<file path="config.mk">
export PLATFORM = sky130hd
export DESIGN_NAME = xyolo_write
export DESIGN_NICKNAME = d
export VERILOG_FILES = /design/src/rtl/xyolo_write_pkg.sv /design/src/rtl/xyolo_write_fifo.sv /design/src/rtl/xyolo_write.sv
export SDC_FILE = /design/constraint.sdc
export NUM_CORES = 1
export LEC_CHECK = 0
export ABC_CLOCK_PERIOD_IN_PS = 7500
export BUFFER_PORTS_ARGS = -buffer_cell sky130_fd_sc_hd__buf_2
export CAP_MARGIN = 20
export CELL_PAD_IN_SITES_DETAIL_PLACEMENT = 1
export CELL_PAD_IN_SITES_GLOBAL_PLACEMENT = 1
export CORE_UTILIZATION = 30
export CTS_BUF_LIST = sky130_fd_sc_hd__clkbuf_4
export DETAILED_ROUTE_END_ITERATION = 10
export PLACE_DENSITY = 0.56
export SYNTH_ARGS = -nofsm -noshare
export SYNTH_HDL_FRONTEND = slang
export SYNTH_SLANG_ARGS = --single-unit
</file>
<file path="constraint.sdc">
create_clock -name clk -period 7.5 [get_ports clk]
set_input_delay 0.75 -clock clk [delete_from_list [all_inputs] [get_ports clk]]
set_output_delay 0.75 -clock clk [all_outputs]
set_load 0.1 [all_outputs]
</file>
<file path="src/rtl/xyolo_write_pkg.sv">
// Shared constants, FSM state encoding and packing helper for the YOLO output writer.
package xyolo_write_pkg;

  localparam int unsigned XYOLO_WR_RES_W = 16;

  typedef enum logic [1:0] {
    StIdle    = 2'd0,
    StCollect = 2'd1,
    StDrain   = 2'd2,
    StFin     = 2'd3
  } xyolo_wr_state_e;

  // The earlier result occupies the low half of the packed word.
  function automatic logic [2*XYOLO_WR_RES_W-1:0] pack_pair(
    input logic [XYOLO_WR_RES_W-1:0] hi,
    input logic [XYOLO_WR_RES_W-1:0] lo
  );
    return {hi, lo};
  endfunction

endpackage

</file>
<file path="src/rtl/xyolo_write_fifo.sv">
// Synchronous show-ahead FIFO, depth 2**AW. A push on a full FIFO is accepted
// only when a pop frees the head slot in the same cycle.
module xyolo_write_fifo #(
  parameter int unsigned DW = 32,
  parameter int unsigned AW = 3
) (
  input  logic          clk,
  input  logic          rst,
  input  logic          push,
  input  logic          pop,
  input  logic [DW-1:0] wdata,
  output logic [DW-1:0] rdata,
  output logic          full,
  output logic          empty,
  output logic [AW:0]   level
);

  localparam int unsigned Depth = 2 ** AW;

  logic [DW-1:0] mem_q [Depth];
  logic [AW:0]   wptr_q, wptr_d;
  logic [AW:0]   rptr_q, rptr_d;
  logic          wr_en, rd_en;

  always_comb begin
    empty  = (wptr_q == rptr_q);
    full   = (wptr_q[AW-1:0] == rptr_q[AW-1:0]) && (wptr_q[AW] != rptr_q[AW]);
    level  = wptr_q - rptr_q;
    rd_en  = pop && !empty;
    wr_en  = push && (!full || rd_en);
    wptr_d = wptr_q + {{AW{1'b0}}, wr_en};
    rptr_d = rptr_q + {{AW{1'b0}}, rd_en};
    rdata  = mem_q[rptr_q[AW-1:0]];
  end

  always_ff @(posedge clk or posedge rst) begin
    if (rst) begin
      wptr_q <= '0;
      rptr_q <= '0;
    end else begin
      wptr_q <= wptr_d;
      rptr_q <= rptr_d;
    end
  end

  // Storage needs no reset: the pointers alone define what is valid.
  always_ff @(posedge clk) begin
    if (wr_en) begin
      mem_q[wptr_q[AW-1:0]] <= wdata;
    end
  end

endmodule

</file>
<file path="src/rtl/xyolo_write.sv">
// YOLO FU output writer: narrows results to 16 bits, packs two per word and drains them
// to the memory write port. Define XYOLO_WRITE_SAT_EN to saturate instead of truncate.
module xyolo_write
  import xyolo_write_pkg::*;
#(
  parameter int unsigned DATA_W  = 32,
  parameter int unsigned ADDR_W  = 32,
  parameter int unsigned FIFO_AW = 3
) (
  input  logic              clk,
  input  logic              rst,
  input  logic              run,
  input  logic [ADDR_W-1:0] base,
  input  logic [15:0]       nres,
  input  logic              in_en,
  input  logic [DATA_W-1:0] flow_in,
  output logic              m_valid,
  output logic [ADDR_W-1:0] m_addr,
  output logic [DATA_W-1:0] m_wdata,
  input  logic              m_ready,
  output logic              busy,
  output logic              done,
  output logic              ovf
);

  localparam int unsigned RW = XYOLO_WR_RES_W;

  xyolo_wr_state_e   state_q, state_d;
  logic [ADDR_W-1:0] base_q, base_d;
  logic [ADDR_W-1:0] wcnt_q, wcnt_d;
  logic [15:0]       nres_q, nres_d;
  logic [15:0]       cnt_q, cnt_d;
  logic [RW-1:0]     low_q, low_d;
  logic              ovf_q, ovf_d;

  logic [RW-1:0]     res_val;
  logic [2*RW-1:0]   pair;
  logic              fifo_push, fifo_pop, fifo_full, fifo_empty;
  logic [DATA_W-1:0] fifo_wdata, fifo_rdata;
  logic [FIFO_AW:0]  fifo_level;

`ifdef XYOLO_WRITE_SAT_EN
  localparam logic [DATA_W-1:0] SatMax = DATA_W'(32767);
  localparam logic [DATA_W-1:0] SatMin = ~SatMax;

  always_comb begin
    if ($signed(flow_in) > $signed(SatMax)) begin
      res_val = 16'h7FFF;
    end else if ($signed(flow_in) < $signed(SatMin)) begin
      res_val = 16'h8000;
    end else begin
      res_val = flow_in[RW-1:0];
    end
  end
`else
  logic unused_flow_hi;
  assign unused_flow_hi = ^flow_in[DATA_W-1:RW];

  always_comb begin
    res_val = flow_in[RW-1:0];
  end
`endif

  always_comb begin
    state_d   = state_q;
    base_d    = base_q;
    wcnt_d    = wcnt_q;
    nres_d    = nres_q;
    cnt_d     = cnt_q;
    low_d     = low_q;
    ovf_d     = ovf_q;
    fifo_push = 1'b0;
    pair      = '0;
    fifo_pop  = !fifo_empty && m_ready;

    if (fifo_pop) begin
      wcnt_d = wcnt_q + {{(ADDR_W-1){1'b0}}, 1'b1};
    end

    unique case (state_q)
      StIdle: begin
        if (run) begin
          if (nres != 16'd0) begin
            base_d  = base;
            nres_d  = nres;
            cnt_d   = '0;
            low_d   = '0;
            ovf_d   = 1'b0;
            wcnt_d  = '0;
            state_d = StCollect;
          end else begin
            state_d = StFin;
          end
        end
      end
      StCollect: begin
        if (in_en) begin
          cnt_d = cnt_q + 16'd1;
          if (!cnt_q[0]) begin
            low_d = res_val;
            // Odd job length: the final lone result goes out with a zero high half.
            if (cnt_d == nres_q) begin
              fifo_push = 1'b1;
              pair      = pack_pair('0, res_val);
            end
          end else begin
            fifo_push = 1'b1;
            pair      = pack_pair(res_val, low_q);
          end
          if (cnt_d == nres_q) begin
            state_d = StDrain;
          end
        end
      end
      StDrain: begin
        // Leave as the last word is accepted so done follows it by one cycle.
        if (fifo_empty || (fifo_pop && fifo_level == (FIFO_AW + 1)'(1))) begin
          state_d = StFin;
        end
      end
      StFin: begin
        state_d = StIdle;
      end
      default: begin
        state_d = StIdle;
      end
    endcase

    if (fifo_push && fifo_full && !fifo_pop) begin
      ovf_d = 1'b1;
    end

    fifo_wdata = DATA_W'(pair);
  end

  always_ff @(posedge clk or posedge rst) begin
    if (rst) begin
      state_q <= StIdle;
      base_q  <= '0;
      wcnt_q  <= '0;
      nres_q  <= '0;
      cnt_q   <= '0;
      low_q   <= '0;
      ovf_q   <= 1'b0;
    end else begin
      state_q <= state_d;
      base_q  <= base_d;
      wcnt_q  <= wcnt_d;
      nres_q  <= nres_d;
      cnt_q   <= cnt_d;
      low_q   <= low_d;
      ovf_q   <= ovf_d;
    end
  end

  xyolo_write_fifo #(
    .DW (DATA_W),
    .AW (FIFO_AW)
  ) u_fifo (
    .clk   (clk),
    .rst   (rst),
    .push  (fifo_push),
    .pop   (fifo_pop),
    .wdata (fifo_wdata),
    .rdata (fifo_rdata),
    .full  (fifo_full),
    .empty (fifo_empty),
    .level (fifo_level)
  );

  always_comb begin
    m_valid = !fifo_empty;
    // Gate the head so unwritten storage never reaches the bus.
    m_wdata = fifo_empty ? '0 : fifo_rdata;
    m_addr  = base_q + wcnt_q;
    busy    = (state_q != StIdle);
    done    = (state_q == StFin);
    ovf     = ovf_q;
  end

endmodule

</file>
## After elaboration in Yosys (flattened, before gate mapping)

Memory sizes are Yosys's and may differ from the RTL's.
Cells that the tools add are included.

| operators by class | value |
|---|---|
| $add $sub $neg | 6 |
| eq/ne operators | 14 |
| muxes and demuxes | 32 |
| reductions and logical operators | 24 |

Operator list:

| cell | number |
|---|---|
| 32-bit 2-to-1 mux | 8 |
| 16-bit 2-to-1 mux | 6 |
| 16-bit one-hot mux with 2 select lines | 2 |
| 32-bit by 1-bit adder with 32-bit output, second input constant | 1 |
| 32-bit adder | 1 |
| 16-bit by 1-bit adder with 16-bit output, second input constant | 1 |
| 16-bit equality test | 1 |
| 16-bit nonzero test | 1 |
| 2-bit != test, second input constant | 6 |
| 1-bit 2-to-1 mux | 10 |
| 2-bit 2-to-1 mux | 5 |
| 2-bit nonzero test | 5 |
| 4-bit by 1-bit adder with 4-bit output | 2 |
| 2-bit one-hot mux with 4 select lines | 1 |
| 4-bit AND reduction | 2 |
| 1-bit logical AND | 7 |
| 3-bit AND reduction | 2 |
| 5-bit AND reduction | 1 |
| 2-bit equality test, second input constant | 2 |
| 4-bit by 1-bit equality test with 1-bit output, second input constant | 1 |
| 4-bit equality test | 1 |
| 4-bit subtractor | 1 |
| 3-bit equality test | 1 |
| 1-bit zero test | 3 |
| 4 further kinds | 5 |

| word-level totals | value |
|---|---|
| register bits | 123 |
| bits in writable memories | 256 |
| output and inout bits | 68 |
| memories kept | 1 |

Memory list:

| name | depth | width | rd ports | clocked after memory_dff | write ports | line | text |
|---|---|---|---|---|---|---|---|
| u_fifo.mem_q | 8 | 32 | 1 | 0 | 1 | xyolo_write_fifo.sv:20 | `logic [DW-1:0] mem_q [Depth];` |

## Logic depth before layout (Yosys ltp)

Gate-level depths: netlist (run 1).

| depth | value |
|---|---|
| depth in word-level cells | 10 |
| mapped depth | 15 |
| gate-level depth less buffers | 13 |

## Cells and area by module

Synthesis (run 1) repeated with hierarchy kept, for this count alone.

| second synthesis, totals | value |
|---|---|
| cell total of the unflattened synthesis | 1,382 |
| area, all modules | 17,859.6 sq um |

Modules (own cells, without submodules):

| module | times used | cells an instance | area each (sq um) | seq. area each (sq um) |
|---|---|---|---|---|
| xyolo_write_fifo | 1 | 489 | 10,227.3 | 7,887.6 |
| xyolo_write | 1 | 893 | 7,632.3 | 2,877.8 |

## Least setup slack after synthesis (run 1)

No wires, ideal clock.

| timing | value |
|---|---|
| path type | register to register |
| start | register cnt_q[9] |
| end | memory u_fifo.mem_q[0][0], enable pin |
| setup time | 501 ps |
| data arrival time | 5,353 ps |
| required time | 6,999 ps |
| path slack | 1,645 ps |
| stages on the path, launching flop included | 12 |
| clock period less this slack | 5,855 ps |
| cells stage by stage | dfrtp_1 clkbuf_1 and3_1 and3_4 and4_4 xnor2_1 nand4_1 or4_4 a21oi_2 nand2b_1 buf_6 nor4_1 |

| between the ends | value |
|---|---|
| word-level cells in the longest chain between the ends | 9 |

RTL lines:

| what | line | text |
|---|---|---|
| start, declared | xyolo_write.sv:32 | `logic [15:0] cnt_q, cnt_d;` |
| start signal, assigned | xyolo_write.sv:150 | `cnt_q <= cnt_d;` |
| 16-bit by 1-bit adder with 16-bit output | xyolo_write.sv:98 | `cnt_d = cnt_q + 16'd1;` |
| 16-bit equality test | xyolo_write.sv:102 | `if (cnt_d == nres_q) begin` |
| 1-bit 2-to-1 mux | xyolo_write.sv:102 |  |
| 1-bit 2-to-1 mux | xyolo_write.sv:99 | `if (!cnt_q[0]) begin` |
| 1-bit 2-to-1 mux | xyolo_write.sv:97 | `if (in_en) begin` |
| 1-bit 2-to-1 mux | xyolo_write.sv:80 | `unique case (state_q)` |
| 1-bit logical AND | xyolo_write_fifo.sv:30 | `wr_en = push && (!full \|\| rd_en);` |
| 1-bit 2-to-1 mux | xyolo_write_fifo.sv:48 | `if (wr_en) begin` |
| 1-bit 2-to-1 mux (not written as such) | xyolo_write_fifo.sv:49 | `mem_q[wptr_q[AW-1:0]] <= wdata;` |
| end, declared | xyolo_write_fifo.sv:20 |  |

No other way between the ends.

## Worst setup path after layout (run 1)

| timing | value |
|---|---|
| start | register wcnt_q[22] |
| end | output port m_addr[31] |

| between the ends | value |
|---|---|
| word-level cells in the longest chain between the ends | 1 |

RTL lines:

| what | line | text |
|---|---|---|
| start, declared | xyolo_write.sv:30 | `logic [ADDR_W-1:0] wcnt_q, wcnt_d;` |
| start signal, assigned | xyolo_write.sv:148 | `wcnt_q <= wcnt_d;` |
| 32-bit adder | xyolo_write.sv:175 | `m_addr = base_q + wcnt_q;` |
| end, declared | xyolo_write.sv:18 | `output logic [ADDR_W-1:0] m_addr,` |

No other way between the ends.

==> qor.log, run 1 <==
INFO  outcome        result_of_the_run=completed
INFO  logic_synthesis netlist_instances=1394
INFO  placement      placed_cell_area=0.0193mm²
INFO  logic_synthesis yosys.area.top_type_share=0.435
INFO  clocking       cts_tree=done
INFO  setup_path     worst_setup_path_startpoint=wcnt_q[22]
INFO  setup_path     critPathBufInv=1
INFO  setup_path     r2r_start=cnt_q[0]
INFO  worst_hold_path hp-class=input port to register
INFO  logic_synthesis ys_warn_count=0
INFO  finish         nets=1734
INFO  logic_synthesis synth_sequential_area_ratio=0.609
INFO  routing        first_iter_violations=538
INFO  setup_path     destination_of_the_worst_register_to_register_timing_path=u_fifo.mem_q[2][9]
INFO  pwr            power.leakage=8.45nW
INFO  setup_path     required=6750ps
INFO  clocking       ctsRootBufferMaster=clkbuf_4
INFO  logic_synthesis netlist_area=0.0177mm²
INFO  global_routing grt_pass1_wl=74400µm
INFO  routing        detailed_route_wire_length=47500µm
INFO  logic_synthesis synth-seq-cells=379
INFO  setup_path     timing.setup.critical_path_class=register to primary output
INFO  setup_path     arrival=4570ps
INFO  sta            max_slew_margin=0.291
INFO  sta            final_setup_vio_count=0
INFO  sta            fin_worst_skew=57.4ps
INFO  floorplanning  design.portCount=153
INFO  floorplanning  core_area=0.0579mm²
INFO  placement      place.detailed.hpwl=29100µm
INFO  finish         flow.area_growth_from_synthesis=17.6%
INFO  setup_path     critical_path.top_delay_family=compound AO/OA/AOI/OAI gates
INFO  finish         fillerInstances=6377
INFO  clocking       clock_sink_count=379
INFO  floorplanning  area_of_the_die=0.0599mm²
INFO  sta            clock.fmax=0.188GHz
INFO  global_routing track_usage=0.162
INFO  pwr            post-layout-total-power=8.77mW
INFO  setup_path     crit_path_top_delay_cell=a2111oi_2
INFO  finish         post_route_cells_drive_above_1_share=0.253
INFO  logic_synthesis synth_ff_type=edfxtp_1
INFO  sta            setup_ws=2180ps
INFO  placement      routabilityCongestion=0.739
INFO  setup_path     worst-r2r-setup-slack=3120ps
INFO  setup_path     worstSetupStartpointType=register
INFO  run            cap_violations=0
INFO  logic_synthesis synth_enable_flop_cells=256
INFO  floorplanning  fp-row-count=88
INFO  setup_path     worst-r2r-cell-count=12
INFO  setup_path     timing.critical_path.to=m_addr[31]
INFO  clocking       post_cts_resized=0
INFO  sta            timing.final.max_slew_violations=0
INFO  routing        detailroute.via_count=12000
INFO  logic_synthesis synth_area_leader_cell=edfxtp_1
INFO  setup_path     crit_path_end_kind=primary output
INFO  clocking       htree_num_levels=3
INFO  routing        drt_pre_antenna_iters=5
INFO  clocking       cts-root-to-sink-buffers=3
INFO  setup_path     cp_cell_sequence=ha_1 -> a21oi_2 -> or3b_1 -> a2111oi_2 -> a2111oi_1 -> a2111oi_2 -> o21ai_1 -> and2_4 -> o41ai_4 -> xnor2_1 -> buf_2
INFO  setup_path     path_common_cell=a2111oi_2
INFO  routing        route.detailed.wl_per_inst=19.4µm
INFO  pwr            power-per-cell-area=422mW/mm²
INFO  placement      portBuffers=136
INFO  global_routing number_of_global_route_vias_before_repair=13000
INFO  floorplanning  die_height=245µm
INFO  floorplanning  die-width=245µm
INFO  logic_synthesis yosys.cell_types.count=63
INFO  sta            worst_margin_pin_slew=1060ps
INFO  finish         final_area=0.0208mm²
INFO  sta            unrepaired_setup_endpoints_after_global_routing=no
INFO  logic_synthesis synth_nets=1526
INFO  setup_path     crit_cells=11
INFO  sta            min_period_over_period=0.709
INFO  clocking       cts-buffers-inserted=106
INFO  logic_synthesis postSynth.asyncResetShare=0.325
INFO  sta            layout_min_cycle_time=5320ps
INFO  floorplanning  floorplan.initialDensity=0.305
INFO  clocking       cts_setup_buffers=0
INFO  logic_synthesis syn-mean-instance-area=12.7µm²
INFO  global_routing antenna_found_initial=7
INFO  clocking       clk-insertion-delay-late=870ps
INFO  pwr            worst_ir_drop_vdd=0.409mV
INFO  sta            final_hold_viol_count=0
INFO  global_routing grt_max_degree=81
INFO  global_routing overflow=0
INFO  setup_path     worst_stage_delay_on_the_critical_path=630ps
INFO  routing        postRouteAntennaNets=0
INFO  clocking       clk_transition_reported_paths=60ps
INFO  routing        post-route-drc-count=0
INFO  logic_synthesis yosys-top-cells-area=edfxtp_1 44%, dfrtp_1 17%, mux4_2 8.2%, nand2_1 6.1%, ha_1 3.2%
INFO  setup_path     critPathMaxFanout=5
INFO  routing        routed_via_density=4.89
INFO  placement      place_ws=2980ps
INFO  sta            finalSetupTns=0ps
[sequential cells by signal, indices dropped and copies added (netlist names)]
register / count
nres_q: 16
u_fifo.mem_q: 256
low_q: 16
cnt_q: 16
wcnt_q: 32
u_fifo.rptr_q: 4
state_q: 2
ovf: 1
base_q: 32
u_fifo.wptr_q: 4
[logic make-up after synthesis]
family,synth area share
simple gates,0.129
compound gates,0.0781
fa+ha+maj,0.0341
buf+inv,0.0222
mux,0.0856
flops,0.609
xor+xnor,0.0411
[stage by stage]
stage	hold slack (ps)	cells	utilization
6_report	106	2454	0.359
5_1_grt	29.0	2452	0.359
4_1_cts	3.22	2448	0.358
3_5_place_dp	480	2249	0.333
3_3_place_gp	471	2247	0.332
2_1_floorplan	452	1394	-
[report_power, final]
part | switching [mW] | leakage [nW] | total (mW) | internal [mW]
logic | 3.15 | 3.51 | 4.13 | 0.981
clock network | 0.904 | 0.830 | 1.93 | 1.03
registers | 0.247 | 4.11 | 2.71 | 2.47
total | 4.30 | 8.45 | 8.77 | 4.47
[area by class of cell]
class | count | area (µm²) | share of cell area
clock inverters | 26 | 158 | 0.00759
flip-flops and latches | 379 | 10800 | 0.518
clock buffers | 163 | 1220 | 0.0589
multi-input cells | 920 | 6580 | 0.317
well taps | 765 | 957 | 0.0461
inverters | 29 | 114 | 0.00548
repair buffers | 166 | 955 | 0.0460
diodes | 6 | 15.0 | 0.000723
[timing repair]
action	in CTS	in global routing
hold buffers	10	0
endpoints found under the setup margin	0	0
endpoints found under the hold margin	59	0
[how the worst min path moves through the flow]
stage                          start          to  depth (start not counted)  slack (ps)
after floorplan            base_q[0]   base_q[0]                          2         450
after global placement     base_q[0]   base_q[0]                          2         470
after detailed placement  base_q[10]  base_q[10]                          2         480
after CTS                    base[5]   base_q[5]                          3           3
after global routing        base[21]  base_q[21]                          3          30
final                       base[28]  base_q[28]                          3         110
[tightest hold or removal path: stages]
cell and delay [ps]:
buf_2 70, nand2_1 40, nand2_1 50
[synthesized netlist by cell type, types with 9 or more instances]
| cell type | count |
|---|---|
| mux4_2 | 64 |
| nand4_1 | 15 |
| nor3_1 | 13 |
| nor2_1 | 63 |
| dfrtp_1 | 123 |
| and2_1 | 23 |
| nand2_1 | 286 |
| o21ai_0 | 51 |
| a22o_1 | 17 |
| xor2_1 | 35 |
| a21oi_1 | 88 |
| xnor2_1 | 48 |
| inv_1 | 29 |
| nand3_1 | 25 |
| clkbuf_1 | 48 |
| a21o_1 | 9 |
| buf_1 | 11 |
| and3_1 | 27 |
| ha_1 | 45 |
| edfxtp_1 | 256 |
| o31ai_1 | 11 |
[metal layers]
layer / global-route usage / vias up / share of wire
met4: 0.0575 / 6 / 0.023
met1: 0.207 / 6073 / 0.44
met2: 0.265 / 259 / 0.48
met3: 0.0430 / 94 / 0.054
li1: - / 5577 / -
met5: 0 / - / 0.00074
[layout by cell type, fill, tap and decap left out, drive strengths merged, types with 8 or more instances in the layout]
master / instances
a21o: 9
a21oi: 91
a22o: 17
and2: 24
and3: 28
buf: 156
clkbuf: 163
clkinv: 20
dfrtp: 123
dlygate4sd3: 10
edfxtp: 256
ha: 45
inv: 34
mux4: 64
nand2: 286
nand2b: 8
nand3: 26
nand4: 15
nor2: 66
nor3: 14
o21ai: 52
o31ai: 11
xnor2: 48
xor2: 35
Power figures use the tool's default switching activity.
==> run 2, diff against run 1 <==
--- a/config.mk
+++ b/config.mk
@@ -5,7 +5,8 @@
 export SDC_FILE = /design/constraint.sdc
 export NUM_CORES = 1
 export LEC_CHECK = 0
-export ABC_CLOCK_PERIOD_IN_PS = 7500
+export ABC_AREA = 1
+export ABC_CLOCK_PERIOD_IN_PS = 4750
 export BUFFER_PORTS_ARGS = -buffer_cell sky130_fd_sc_hd__buf_2
 export CAP_MARGIN = 20
 export CELL_PAD_IN_SITES_DETAIL_PLACEMENT = 1
@@ -13,7 +14,7 @@
 export CORE_UTILIZATION = 30
 export CTS_BUF_LIST = sky130_fd_sc_hd__clkbuf_4
 export DETAILED_ROUTE_END_ITERATION = 10
-export PLACE_DENSITY = 0.56
+export PLACE_DENSITY = 0.61
 export SYNTH_ARGS = -nofsm -noshare
 export SYNTH_HDL_FRONTEND = slang
 export SYNTH_SLANG_ARGS = --single-unit
==> constraint.sdc (replaced) <==
create_clock -name clk -period 4.75 [get_ports clk]
set_input_delay 0.475 -clock clk [delete_from_list [all_inputs] [get_ports clk]]
set_output_delay 0.475 -clock clk [all_outputs]
set_load 0.1 [all_outputs]
==> run 2 against run 1 <==
Effect of this change: hold slack better by 14 ps; register-to-register slack worse by 2100 ps; critical path type unchanged; largest power group unchanged; clock skew up 27 ps; clock-buffer cell count down 1; synthesized cell count up 39%; non-clock buffer count up 56; setup slack worse by 1900 ps; final cell count up 24%; die area up 4.5%; wire length up 17%; via count up 25%; sequential share of layout area down 3.1 points.
==> qor.log, run 2 <==
INFO  sta            fin_worst_skew=84.2ps [was 57.4 ps]
INFO  logic_synthesis syn-mean-instance-area=9.50µm² [was 12.7 µm²]
INFO  routing        first_iter_violations=651 [was 538]
INFO  sta            unrepaired_setup_endpoints_after_global_routing=no [unchanged]
INFO  finish         number_of_flip_flops_under_the_largest_register_name=256 [unchanged]
INFO  logic_synthesis synth-seq-cells=379 [unchanged]
INFO  clocking       htree_num_levels=3 [unchanged]
INFO  logic_synthesis post-synth-top-count-cell=nand2_1 [unchanged]
INFO  pwr            power.leakage=9.06nW [was 8.45 nW]
INFO  placement      portBuffers=136 [unchanged]
INFO  setup_path     crit_path_end_kind=primary output [unchanged]
INFO  clocking       cts_setup_buffers=0 [unchanged]
INFO  floorplanning  core_area=0.0606mm² [was 0.0579 mm²]
INFO  placement      placed_cell_area=0.0201mm² [was 0.0193 mm²]
INFO  floorplanning  floorplan.initialDensity=0.305 [about the same]
INFO  global_routing grt_max_degree=101 [was 81]
INFO  finish         layout.cells.most_common_list=357 x nand2_1, 304 x nor2_1, 256 x edfxtp_1 [was 286 x nand2_1, 256 x edfxtp_1, 163 x clkbuf_4]
INFO  floorplanning  die-width=250µm [was 245 µm]
INFO  sta            clock.fmax=0.223GHz
INFO  finish         layout.cells.most_common=nand2_1 [unchanged]
INFO  clocking       clk_transition_reported_paths=70ps [was 60 ps]
INFO  floorplanning  die_height=250µm [was 245 µm]
INFO  finish         flow.area_growth_from_synthesis=19.7% [was 17.6%]
INFO  worst_hold_path hp-class=input port to register [unchanged]
INFO  finish         final_area=0.0221mm² [was 0.0208 mm²]
INFO  clocking       ctsRootBufferMaster=clkbuf_4 [unchanged]
INFO  sta            whs=120ps [was 106 ps]
INFO  routing        postRouteAntennaNets=0 [unchanged]
INFO  sta            timing.final.max_slew_violations=0 [unchanged]
INFO  floorplanning  area_of_the_die=0.0625mm² [was 0.0599 mm²]
INFO  setup_path     timing.setup.critical_path_class=register to primary output [unchanged]
INFO  logic_synthesis yosys-top-cells-area=edfxtp_1 42%, dfrtp_1 17%, nand2_1 7.3%, nor2_1 6.2%, o21ai_0 6.1% [was edfxtp_1 44%, dfrtp_1 17%, mux4_2 8.2%, nand2_1 6.1%, ha_1 3.2%]
INFO  logic_synthesis synth_area_leader_cell=edfxtp_1 [unchanged]
INFO  clocking       cts-root-to-sink-buffers=3 [unchanged]
INFO  global_routing antenna_found_initial=1 [was 7]
INFO  logic_synthesis ys_warn_count=0 [unchanged]
INFO  finish         post_route_cells_drive_above_1_share=0.167 [was 0.253]
INFO  setup_path     worstSetupStartpointType=register [unchanged]
INFO  logic_synthesis netlist_area=0.0185mm² [was 0.0177 mm²]
INFO  global_routing grt_pass1_wl=87900µm [was 74400 µm]
INFO  sta            max_slew_margin=0.357 [was 0.291]
INFO  clocking       clock_sink_count=379 [unchanged]
INFO  floorplanning  design.portCount=153 [unchanged]
INFO  setup_path     arrival=4010ps [was 4570 ps]
INFO  routing        routed_via_density=4.89 [about the same]
INFO  sta            final_hold_viol_count=0 [unchanged]
INFO  placement      place.detailed.hpwl=35500µm [was 29100 µm]
INFO  sta            worst_margin_pin_slew=965ps [was 1060 ps]
INFO  global_routing number_of_global_route_vias_before_repair=15800 [was 13000]
INFO  setup_path     critPathMaxFanout=4 [was 5]
INFO  global_routing track_usage=0.180 [was 0.162]
INFO  finish         nets=2325 [was 1734]
INFO  logic_synthesis yosys.area.top_type_share=0.416 [was 0.435]
INFO  pwr            worst_ir_drop_vdd=0.521mV [was 0.409 mV]
INFO  logic_synthesis synth_ff_type=edfxtp_1 [unchanged]
INFO  routing        drt_pre_antenna_iters=4 [was 5]
INFO  logic_synthesis postSynth.asyncResetShare=0.325 [unchanged]
INFO  clocking       cts_tree=done [unchanged]
INFO  routing        route.detailed.wl_per_inst=18.2µm [was 19.4 µm]
INFO  routing        post-route-drc-count=0 [unchanged]
INFO  clocking       cts-buffers-inserted=104 [was 106]
INFO  sta            layout_min_cycle_time=4480ps
INFO  routing        detailroute.via_count=15000 [was 12000]
INFO  pwr            power-per-cell-area=681mW/mm² [was 422 mW/mm²]
INFO  routing        detailed_route_wire_length=55600µm [was 47500 µm]
INFO  finish         final_core_util=0.365 [was 0.359]
INFO  run            cap_violations=0 [unchanged]
INFO  sta            min_period_over_period=0.943
INFO  logic_synthesis synth_sequential_area_ratio=0.583 [was 0.609]
INFO  placement      routabilityCongestion=0.815 [was 0.739]
INFO  global_routing overflow=0 [unchanged]
INFO  outcome        result_of_the_run=completed [unchanged]
INFO  logic_synthesis synth_enable_flop_cells=256 [unchanged]
INFO  finish         fillerInstances=7044 [was 6377]
INFO  logic_synthesis yosys.cell_types.count=49 [was 63]
INFO  floorplanning  fp-row-count=90 [was 88]
INFO  sta            final_setup_vio_count=0 [unchanged]
INFO  clocking       clk-insertion-delay-late=890ps [was 870 ps]
INFO  logic_synthesis netlist_top_cells_count=357 x nand2_1, 305 x nor2_1, 256 x edfxtp_1, 224 x o21ai_0, 155 x inv_1 [was 286 x nand2_1, 256 x edfxtp_1, 123 x dfrtp_1, 88 x a21oi_1, 64 x mux4_2]
INFO  logic_synthesis netlist_instances=1944 [was 1394]
INFO  setup_path     required=4280ps [was 6750 ps]
INFO  logic_synthesis synth_nets=2076 [was 1526]
[run 2: cell count changes in the layout (fill, tap and decap cells not counted), sizes merged, moves of 27 or more]
| cell | change |
|---|---|
| a31oi | +27 |
| mux4 | -64 |
| xnor2 | -29 |
| o21ai | +176 |
| o22ai | +41 |
| nand2 | +79 |
| and3 | -28 |
| dlygate4sd3 | +55 |
| nand3 | +45 |
| inv | +126 |
| nor2 | +256 |
| a21oi | -29 |
[run 2: logic make-up (layout without fill, tap and decap cells)]
kind of cell	Yosys count	in the layout	synth area share
other cells	0	1	0
simple gates	837	837	0.194
compound gates	389	389	0.114
flops	379	379	0.583
fa+ha+maj	47	47	0.0327
xor+xnor	53	53	0.0266
buf+inv	239	567	0.0496
[run 2: final cells by class]
| class | count | area (µm²) | area share |
|---|---|---|---|
| clock buffers | 162 | 1220 | 0.0550 |
| clock inverters | 23 | 140 | 0.00634 |
| repair buffers | 222 | 1550 | 0.0700 |
| diodes | 1 | 2.50 | 0.000113 |
| multi-input cells | 1326 | 6840 | 0.309 |
| inverters | 160 | 611 | 0.0276 |
| well taps | 782 | 978 | 0.0443 |
| flip-flops and latches | 379 | 10800 | 0.487 |
[run 2: worst paths after layout]
check	start	to	slack (ps)	cells after the start
setup / recovery	wcnt_q[0]	m_addr[18]	270	10
hold / removal	flow_in[4]	low_q[4]	120	3
setup reg to reg	cnt_q[0]	u_fifo.mem_q[5][15]	1060	13
hold reg to reg	base_q[25]	base_q[25]	480	2
max in group asynchronous	rst	low_q[9]	3300	4
min in group asynchronous	rst	cnt_q[14]	380	3
[run 2: where the power goes]
group	switching, mW	leakage, nW	internal [mW]
sequential	0.296	3.74	3.86
combinational	6.39	4.52	1.49
clock	1.41	0.808	1.60
[run 2: worst max-delay path, cell delays in order (launching register included)]
cell and delay [ps]:
dfrtp_1 400, ha_1 210, inv_1 60, fa_1 410, o21ai_0 420, a21oi_1 190
o21bai_1 410, a21oi_1 220, o21ai_0 230, xor2_1 170, buf_2 440
[run 2: per-stage QoR]
| step | power, mW | TNS (ps) | std cells | worst slack [ps] |
|---|---|---|---|---|
| after floorplan | 10.3 | -1060 | 1944 | -151 |
| after global placement | 12.0 | 0 | 2803 | 1130 |
| after detailed placement | 12.1 | 0 | 2803 | 1060 |
| after CTS | 15.3 | 0 | 3053 | 88.3 |
| after global routing | 15.9 | 0 | 3055 | 10.4 |
| final | 15.1 | 0 | 3055 | 270 |
[run 2: what timing repair did]
item                                    4_1_cts  5_1_grt
hold buffers                                 65        0
endpoints found under the setup margin        0        2
gates resized for setup                       0        1
hold endpoints to repair                    154        0
[run 2: routing by layer]
| layer | wire (µm) | GRT usage |
|---|---|---|
| met1 | 26200 | 0.234 |
| met5 | 0 | 0 |
| met3 | 1890 | 0.0313 |
| met2 | 26400 | 0.302 |
| met4 | 1140 | 0.0563 |
